<file path="src/rtl/bcd_pkg.sv">
// Shared encodings and constants for the BCD-to-binary converter.
package bcd_pkg;

  typedef enum logic [1:0] {
    IDLE   = 2'd0,
    SHIFT  = 2'd1,
    ADJUST = 2'd2,
    DONE   = 2'd3
  } state_t;

  localparam int                   BCD_DIGIT_W = 4;
  localparam logic [BCD_DIGIT_W-1:0] ADJ_THRESH = 4'd8;
  localparam logic [BCD_DIGIT_W-1:0] ADJ_CORR   = 4'd3;
  localparam logic [BCD_DIGIT_W-1:0] DIGIT_MAX  = 4'd9;

endpackage

</file>
<file path="src/rtl/bcd_digit_adjust.sv">
// Reverse double-dabble digit correction: a digit that picked up a shifted-in
// 8 (worth 5 in the digit below) is pulled back by 3.
module bcd_digit_adjust
  import bcd_pkg::*;
(
  input  logic [BCD_DIGIT_W-1:0] digit,
  output logic [BCD_DIGIT_W-1:0] adjusted
);

  assign adjusted = (digit >= ADJ_THRESH) ? digit - ADJ_CORR : digit;

endmodule

</file>
<file path="src/rtl/bcd_to_bin.sv">
// Sequential packed-BCD to binary converter: alternating right shifts and
// per-digit adjusts over a {bcd, bin} work register.
module bcd_to_bin
  import bcd_pkg::*;
#(
  parameter int NDIGITS = 4,
  parameter int BIN_W   = 14
) (
  input  logic                           clk,
  input  logic                           rst,
  input  logic                           en,
  input  logic [BCD_DIGIT_W*NDIGITS-1:0] bcd_d_in,
  output logic [BIN_W-1:0]               bin_d_out,
  output logic                           rdy,
  output logic                           busy,
  output logic                           err
);

  localparam int BCD_W  = BCD_DIGIT_W * NDIGITS;
  localparam int WORK_W = BCD_W + BIN_W;
  localparam int CNT_W  = $clog2(BIN_W + 1);
  localparam logic [CNT_W-1:0] LAST_SHIFT = CNT_W'(BIN_W - 1);

  state_t             state, state_nxt;
  logic [WORK_W-1:0]  work;
  logic [CNT_W-1:0]   cnt;
  logic               bad_q;
  logic [NDIGITS-1:0] nib_bad;
  logic [BCD_W-1:0]   bcd_adj;
  logic               bad_in, last_shift;
  logic               load, step, adjust, finish;

  for (genvar g = 0; g < NDIGITS; g++) begin : g_digit
    assign nib_bad[g] = bcd_d_in[g*BCD_DIGIT_W +: BCD_DIGIT_W] > DIGIT_MAX;
    bcd_digit_adjust u_adj (
      .digit   (work[BIN_W + g*BCD_DIGIT_W +: BCD_DIGIT_W]),
      .adjusted(bcd_adj[g*BCD_DIGIT_W +: BCD_DIGIT_W])
    );
  end

  assign bad_in     = |nib_bad;
  assign last_shift = (cnt == LAST_SHIFT);

  always_ff @(posedge clk) begin
    if (rst) state <= IDLE;
    else     state <= state_nxt;
  end

  always_comb begin
    state_nxt = state;
    case (state)
      IDLE:    if (en) state_nxt = bad_in ? DONE : SHIFT;
      SHIFT:   state_nxt = last_shift ? DONE : ADJUST;
      ADJUST:  state_nxt = SHIFT;
      DONE:    state_nxt = IDLE;
      default: state_nxt = IDLE;
    endcase
  end

  always_comb begin
    load   = (state == IDLE) && en;
    step   = (state == SHIFT);
    adjust = (state == ADJUST);
    finish = (state == DONE);
  end

  // Results only move on the DONE edge, so intermediate work never leaks out.
  always_ff @(posedge clk) begin
    if (rst) begin
      work      <= '0;
      cnt       <= '0;
      bad_q     <= 1'b0;
      bin_d_out <= '0;
      rdy       <= 1'b0;
      busy      <= 1'b0;
      err       <= 1'b0;
    end else begin
      rdy <= finish;
      if (load) begin
        work  <= {bcd_d_in, {BIN_W{1'b0}}};
        cnt   <= '0;
        bad_q <= bad_in;
        busy  <= 1'b1;
      end
      if (step) begin
        work <= work >> 1;
        cnt  <= last_shift ? '0 : cnt + CNT_W'(1);
      end
      if (adjust) work[WORK_W-1:BIN_W] <= bcd_adj;
      if (finish) begin
        busy      <= 1'b0;
        err       <= bad_q;
        bin_d_out <= bad_q ? '0 : work[BIN_W-1:0];
      end
    end
  end

endmodule

</file>
<file path="config.mk">
export PLATFORM = sky130hd
export DESIGN_NAME = bcd_to_bin
export DESIGN_NICKNAME = d
export VERILOG_FILES = /design/src/rtl/bcd_pkg.sv /design/src/rtl/bcd_digit_adjust.sv /design/src/rtl/bcd_to_bin.sv
export SDC_FILE = /design/constraint.sdc
export NUM_CORES = 1
export LEC_CHECK = 0
export BUFFER_PORTS_ARGS = -buffer_cell sky130_fd_sc_hd__buf_2
export CELL_PAD_IN_SITES_DETAIL_PLACEMENT = 1
export CELL_PAD_IN_SITES_GLOBAL_PLACEMENT = 1
export CORE_MARGIN = 2
export CORE_UTILIZATION = 40
export DETAILED_ROUTE_END_ITERATION = 16
export GPL_ROUTABILITY_DRIVEN = 0
export PLACE_DENSITY_LB_ADDON = 0.12
export SYNTH_ARGS = -nofsm -noshare
export SYNTH_HDL_FRONTEND = slang
export SYNTH_SLANG_ARGS = --single-unit
</file>
<file path="constraint.sdc">
create_clock -name clk -period 1.2 [get_ports clk]
set_input_delay 0.06 -clock clk [delete_from_list [all_inputs] [get_ports clk]]
set_output_delay 0.06 -clock clk [all_outputs]
set_load 0.02 [all_outputs]
</file>
==> summary.txt, run 1 <==
Clocking
  • Root buffer cell: clkbuf_8
  • # clock sinks: 54
  • CTS tree: yes
  • Max Root-Sink Buffers: 2
  • Cts hold-fix bufs: 0
  • Worst-path clk slew: 0.11 ns
  • Htree depth: 2
  • Worst-Skew Late Latency: 0.32 ns
  • CTS Buf Count: 5

GRT
  • GRT Total Usage: 21.5%
  • Grt total ovfl: 0
  • First-pass GRT wire length: 13000 µm
  • Initial antenna violation count: 0
  • Vias in the first global route: 2674
  • Largest net degree at the start of global routing: 21

Detailed routing
  • Via count: 2602
  • Vias per cell: 5.48
  • Drt initial violations: 54
  • Pre-antenna DRT Iters: 4
  • WL per Instance: 17.9 µm
  • WL final: 8490 µm
  • Antenna Nets Post-Route: 0
  • # DRC: 0

Layout
  • Layout area overhead: 40.6%
  • Most common cell after layout, fill and taps aside: dfxtp_1
  • N_diodes: 0
  • Nets: 407
  • Post-route insts no fill: 475
  • Most frequent cells in the layout: 50 x dfxtp_1, 36 x buf_2, 32 x nand2_1
  • Fillers: 778
  • Cell area after layout: 3960 µm²
  • Layout cell share with drive strength beyond 1: 44.1%

Pwr
  • Pleak: 1.60 nW
  • Seq pwr share: 43.1%
  • P per Cell Area: 1180 nW/µm²
  • Clock power frac: 24.2%
  • Net Sw Power: 0.00158 W
  • Combinational power share: 32.7%
  • Sw frac: 33.9%
  • Max IR drop VDD: 0.465 mV
  • P_int: 0.00309 W

Die
  • DIE WIDTH: 87.9 µm
  • Initial Util: 41.4%
  • Die area: 7720 µm²
  • I/O pin total: 36
  • Die height: 87.9 µm
  • # rows: 30
  • Core Area: 6790 µm²

STA
  • Endpoints failing setup: 36
  • Fin Clk Skew: 0.00804 ns
  • F_max: 732 MHz
  • Worst slew pin tran: 0.443 ns
  • Final Cycle Share: 114%
  • Final setup margin: -0.166 ns
  • RSZ-0062 raised after global routing: true
  • Slew Limit Fails: 0
  • Final hold vios: 0
  • Relative slew slack: 70.5%
  • Fin crit period: 1.37 ns
  • Fin Hold WS: 0.106 ns
  • Post-route setup TNS: -4.17 ns

Logic synthesis
  • Post-synthesis sequential area ratio: 38.4%
  • Avg Cell Area, Syn: 9.02 µm²
  • Yosys warnings: 0
  • Gate Count Post-Synth: 312
  • Mapped Area: 2820 µm²
  • Synthesized flop and latch total: 54
  • Synthesized Nets: 341
  • Distinct cells, synth: 47

Place
  • Port bufs: 35
  • Area after DPL: 3300 µm²
  • Dpl cells: 458
  • Setup WS pre-CTS: -0.318 ns
  • Post-DP HPWL: 5250 µm

Setup path
  • Worst Path Required: 1.42 ns
  • CP Data Arrival Time: 1.59 ns
  • Crit Path Class: reg -> reg
  • Worst Path Max Fanout: 7
  • Worst setup EP type: flop
  • Critical Path Start Type: flop

Status
  • Failing checks: negative setup slack
  • Status: complete, but fails checks

Worst hold path
  • Worst min path class: in -> reg

Job
  • Max-capacitance violation count: 0
metal layers:
layer,global-route usage (%),share of wire [%],wire [µm],up-vias
met5,0,0,0,-
met3,3.58,2.6,222,16
met4,5.17,2.0,170,0
li1,-,-,-,1259
met2,39.7,54,4550,42
met1,26.0,42,3550,1285
per-stage QoR:
step | util, % | total power (W)
after floorplan | - | 0.00277
after global placement | 48.5 | 0.00313
after detailed placement | 48.5 | 0.00317
after CTS | 54.4 | 0.00447
after global routing | 58.3 | 0.00492
final | 58.3 | 0.00467
power groups by stage:
stage | Clock, W | Combinational [W] | Sequential (W)
2_1_floorplan | 0 | 0.000737 | 0.00203
3_3_place_gp | 0 | 0.00110 | 0.00203
3_5_place_dp | 0 | 0.00114 | 0.00203
4_1_cts | 0.00114 | 0.00133 | 0.00200
5_1_grt | 0.00123 | 0.00166 | 0.00203
6_report | 0.00113 | 0.00153 | 0.00201
logic make-up after synthesis:
group                      share of synthesized area [%]
adders and majority gates                           4.44
and+or+nand+nor                                     18.5
AOI/OAI and AO/OA                                   25.2
buffers and inverters                               8.93
muxes                                               4.44
DFF                                                 38.4
timing repair:
| item | CTS | global route |
|---|---|---|
| endpoints found under the setup margin | 50 | 35 |
| pin swaps | 35 | 7 |
| hold endpoints to repair | 0 | 0 |
| gates resized for setup | 54 | 42 |
| cloned | 3 | 2 |
| buffers inserted | 2 | 2 |
registers in the layout, summed over array words and instances (netlist names):
name,flops
work,30
err,1
state,2
cnt,4
bin_d_out,14
bad_q,1
rdy,1
busy,1
synthesized netlist by cell type, drive strengths merged:
library cell / number / share of area, %
a21o: 5 / 1.3
a22o: 17 / 5.3
nor3b: 5 / 1.5
nand3: 16 / 2.8
o32ai: 4 / 1.2
buf: 20 / 5.6
a32oi: 2 / 0.62
o21a: 1 / 0.27
clkbuf: 6 / 0.80
nor2: 10 / 1.3
o311ai: 4 / 1.2
and3: 1 / 0.22
nor3: 1 / 0.36
a221oi: 1 / 0.31
mux2: 4 / 1.6
o21ba: 1 / 0.36
nand2: 33 / 4.4
nand4: 1 / 0.22
a2111oi: 3 / 0.98
o21bai: 1 / 0.67
o221ai: 4 / 1.2
a21oi: 19 / 3.4
nand2b: 12 / 2.7
dfxtp: 54 / 38
o211ai: 1 / 0.27
inv: 19 / 2.5
a211oi: 8 / 2.1
or3b: 2 / 0.62
a31oi: 5 / 1.1
mux2i: 8 / 2.8
nor2b: 5 / 1.1
o21ai: 8 / 1.4
and4: 1 / 0.31
a311oi: 1 / 0.31
o22ai: 5 / 1.1
a211o: 4 / 1.2
or3: 2 / 0.44
ha: 10 / 4.4
o211a: 2 / 0.71
nand3b: 6 / 2.5
final timing paths:
| kind | from | end | slack, ns | cells past startpoint |
|---|---|---|---|---|
| worst min register to register | work[0] | work[0] | 0.48 | 2 |
| worst max-delay path | state[1] | work[1] | -0.17 | 5 |
| worst min-delay path | en | state[1] | 0.11 | 3 |
| worst max register to register | state[1] | work[1] | -0.17 | 5 |
final cells by class:
cell class	count	area (µm²)	share of cell area (%)
clock buffer	5	68.8	1.74
inverter	19	71.3	1.80
clock inverter	3	26.3	0.664
timing repair buffer	84	706	17.8
multi-input combinational	214	1870	47.4
sequential	54	1090	27.6
tap	96	120	3.04
critical path, cell delays in order, from the launching register on:
cell     delay, ns
dfxtp_4       0.40
buf_6         0.13
or3b_4        0.43
buf_8         0.17
nand3_2       0.08
a21oi_2       0.05
(Power assumes the default switching activity.)
==> inputs of run 2 (changes only) <==
Settings changed: PLACE_DENSITY_LB_ADDON 0.12 to 0.1.
==> run 2 against run 1 <==
  * The run still ends with negative setup slack left
  * Highest routed layer unchanged
  * Critical endpoint is now work[25]
  * Critical path depth is 1 lower
  * Final cell count is 0.63% higher
  * Count of clock-buffer cells in the layout is 1 higher
  * Maximum frequency is 5.8% lower
  * Non-clock buffer count is 3 higher
  * Sequential share of layout area is 0.84 points higher
==> summary.txt, run 2 (same netlist as run 1, synthesis figures left out) <==
Job
  • Max-capacitance violation count: 0 (unchanged)

Status
  • Status: complete, but fails checks
  • Failing checks: negative setup slack

Layout
  • N_diodes: 0 (unchanged)
  • Reg with most FFs: work
  • Cell area after layout: 3840 µm² (-2.9%)
  • Nets: 410 (+0.74%)
  • Layout area overhead: 36.4%
  • Max reg flops: 30 (unchanged)
  • Most common cell after layout, fill and taps aside: dfxtp_1
  • Layout cell share with drive strength beyond 1: 39.8% (-4.3 points)
  • Most frequent cells in the layout: 50 x dfxtp_1, 35 x buf_2, 33 x nand2_1
  • Fillers: 785 (+0.90%)
  • Biggest registers after layout: work (30), bin_d_out (14), cnt (4)

Die
  • DIE WIDTH: 87.9 µm (unchanged)
  • # rows: 30 (unchanged)
  • Die height: 87.9 µm (unchanged)
  • Initial Util: 41.4% (unchanged)
  • Core Area: 6790 µm² (unchanged)
  • I/O pin total: 36 (unchanged)
  • Die area: 7720 µm² (unchanged)

Setup path
  • Reg-to-Reg End: work[25]
  • Crit path max-delay cell type: a2111oi_0
  • R2R Path Start: state[1]
  • CP Data Arrival Time: 1.63 ns (+0.04 ns)
  • R2R Setup Slk: -0.25 ns (-0.08 ns)
  • Crit path largest cell delay: 0.53 ns (+0.10 ns)
  • Worst path depth: 4 (-1)
  • Critical path cell sequence: buf_6 > nand2b_2 > a2111oi_0 > a2111oi_1
  • Worst r2r path cells: 4 (-1)
  • Worst Setup SP: state[1]
  • Critical Path End: work[25]
  • Worst Path Required: 1.38 ns (-0.04 ns)
  • Critical path's top delay family: compound AO/OA/AOI/OAI gates
  • Critical Path Start Type: flop
  • Worst setup EP type: flop
  • Worst Path Max Fanout: 7 (unchanged)
  • Crit Path Class: reg -> reg
  • Worst Path Buf+Inv: 1 (-1)

Detailed routing
  • WL per Instance: 17.3 µm (-3.1%)
  • # DRC: 0 (unchanged)
  • Via count: 2633 (+1.2%)
  • Pre-antenna DRT Iters: 4 (unchanged)
  • Vias per cell: 5.51 (+0.56%)
  • Antenna Nets Post-Route: 0 (unchanged)
  • Drt initial violations: 90 (+67%)
  • WL final: 8280 µm (-2.5%)

GRT
  • Vias in the first global route: 2624 (-1.9%)
  • Largest net degree at the start of global routing: 24 (+14%)
  • Initial antenna violation count: 0 (unchanged)
  • First-pass GRT wire length: 12900 µm (-0.75%)
  • GRT Total Usage: 21.1% (-0.49 points)
  • Grt total ovfl: 0 (unchanged)

STA
  • Final setup margin: -0.250 ns (-0.0835 ns)
  • F_max: 690 MHz (-5.8%)
  • Final hold vios: 0 (unchanged)
  • Final Cycle Share: 121% (+7.0 points)
  • Fin Clk Skew: 0.0102 ns (+0.00217 ns)
  • Fin crit period: 1.45 ns (+0.0835 ns)
  • RSZ-0062 raised after global routing: true
  • Relative slew slack: 56.5% (-14 points)
  • Slew Limit Fails: 0 (unchanged)
  • Worst slew pin tran: 0.636 ns (+0.193 ns)
  • Endpoints failing setup: 32 (-11%)

Pwr
  • P per Cell Area: 1230 nW/µm² (+4.5%)
  • Pleak: 1.59 nW (-0.86%)
  • Overall Power: 0.00473 W (+1.4%)
  • Max IR drop VDD: 0.619 mV (+33%)

Clocking
  • # clock sinks: 54 (unchanged)
  • Worst-Skew Late Latency: 0.31 ns (about the same)
  • Root buffer cell: clkbuf_8
  • Cts hold-fix bufs: 0 (unchanged)
  • Worst-path clk slew: 0.10 ns (about the same)
  • Max Root-Sink Buffers: 2 (unchanged)
  • CTS tree: yes
  • Htree depth: 2 (unchanged)
  • CTS Buf Count: 5 (unchanged)

Place
  • Area after DPL: 3260 µm² (-1.1%)
  • Post-DP HPWL: 5050 µm (-3.9%)
  • Port bufs: 35 (unchanged)
  • Setup WS pre-CTS: -0.365 ns (-0.0466 ns)

Worst hold path
  • Worst min path class: in -> reg
[run 2: tightest hold or removal path: stages]
cell and delay (ns):
buf_2 0.19, nand2_1 0.09, o21ai_0 0.07
[run 2: worst min-delay path by stage]
| stage | from | end | slack [ns] | cells past startpoint |
|---|---|---|---|---|
| floorplan | bcd_d_in[2] | work[16] | 0.30 | 2 |
| global placement | en | state[1] | 0.42 | 3 |
| detailed placement | en | state[1] | 0.42 | 3 |
| CTS | en | state[1] | 0.13 | 3 |
| global route | en | state[1] | 0.15 | 3 |
| finish | en | state[1] | 0.14 | 3 |
[run 2: stage by stage]
step,cells,utilization (%),hold slack [ns],setup TNS (ns)
6_report,478,56.5,0.138,-3.01
3_5_place_dp,458,48.0,0.425,-10.21
2_1_floorplan,312,-,0.297,-0.105
3_3_place_gp,458,48.0,0.416,-9.00
5_1_grt,478,56.5,0.149,-4.72
4_1_cts,476,53.7,0.127,-2.47
[run 2: layout make-up]
class | count | area [µm²] | share of cell area, %
multi-input cells | 214 | 1740 | 45.3
flip-flops and latches | 54 | 1090 | 28.4
repair buffers | 87 | 709 | 18.5
well taps | 96 | 120 | 3.13
clock buffers | 6 | 72.6 | 1.89
inverters | 19 | 71.3 | 1.86
clock inverters | 2 | 37.5 | 0.977
[run 2: power by group]
part           switching [W]  internal [W]  leakage, nW  total (W)
Sequential          0.000111       0.00190        0.441    0.00201
Clock               0.000633      0.000624       0.0514    0.00126
Combinational       0.000738      0.000727         1.10    0.00147
[run 2: per-layer routing]
layer / up-vias / wire (µm) / GRT usage [%]
met4: 0 / 73 / 5.59
met5: - / 0 / 0
li1: 1271 / - / -
met1: 1315 / 3580 / 26.1
met2: 39 / 4420 / 37.9
met3: 8 / 210 / 3.20
[run 2: repair_timing]
item                                    CTS  global route
cloned                                    3             0
pin swaps                                14            17
setup buffers                             7             2
resized for setup                        42            43
endpoints found under the setup margin   49            50
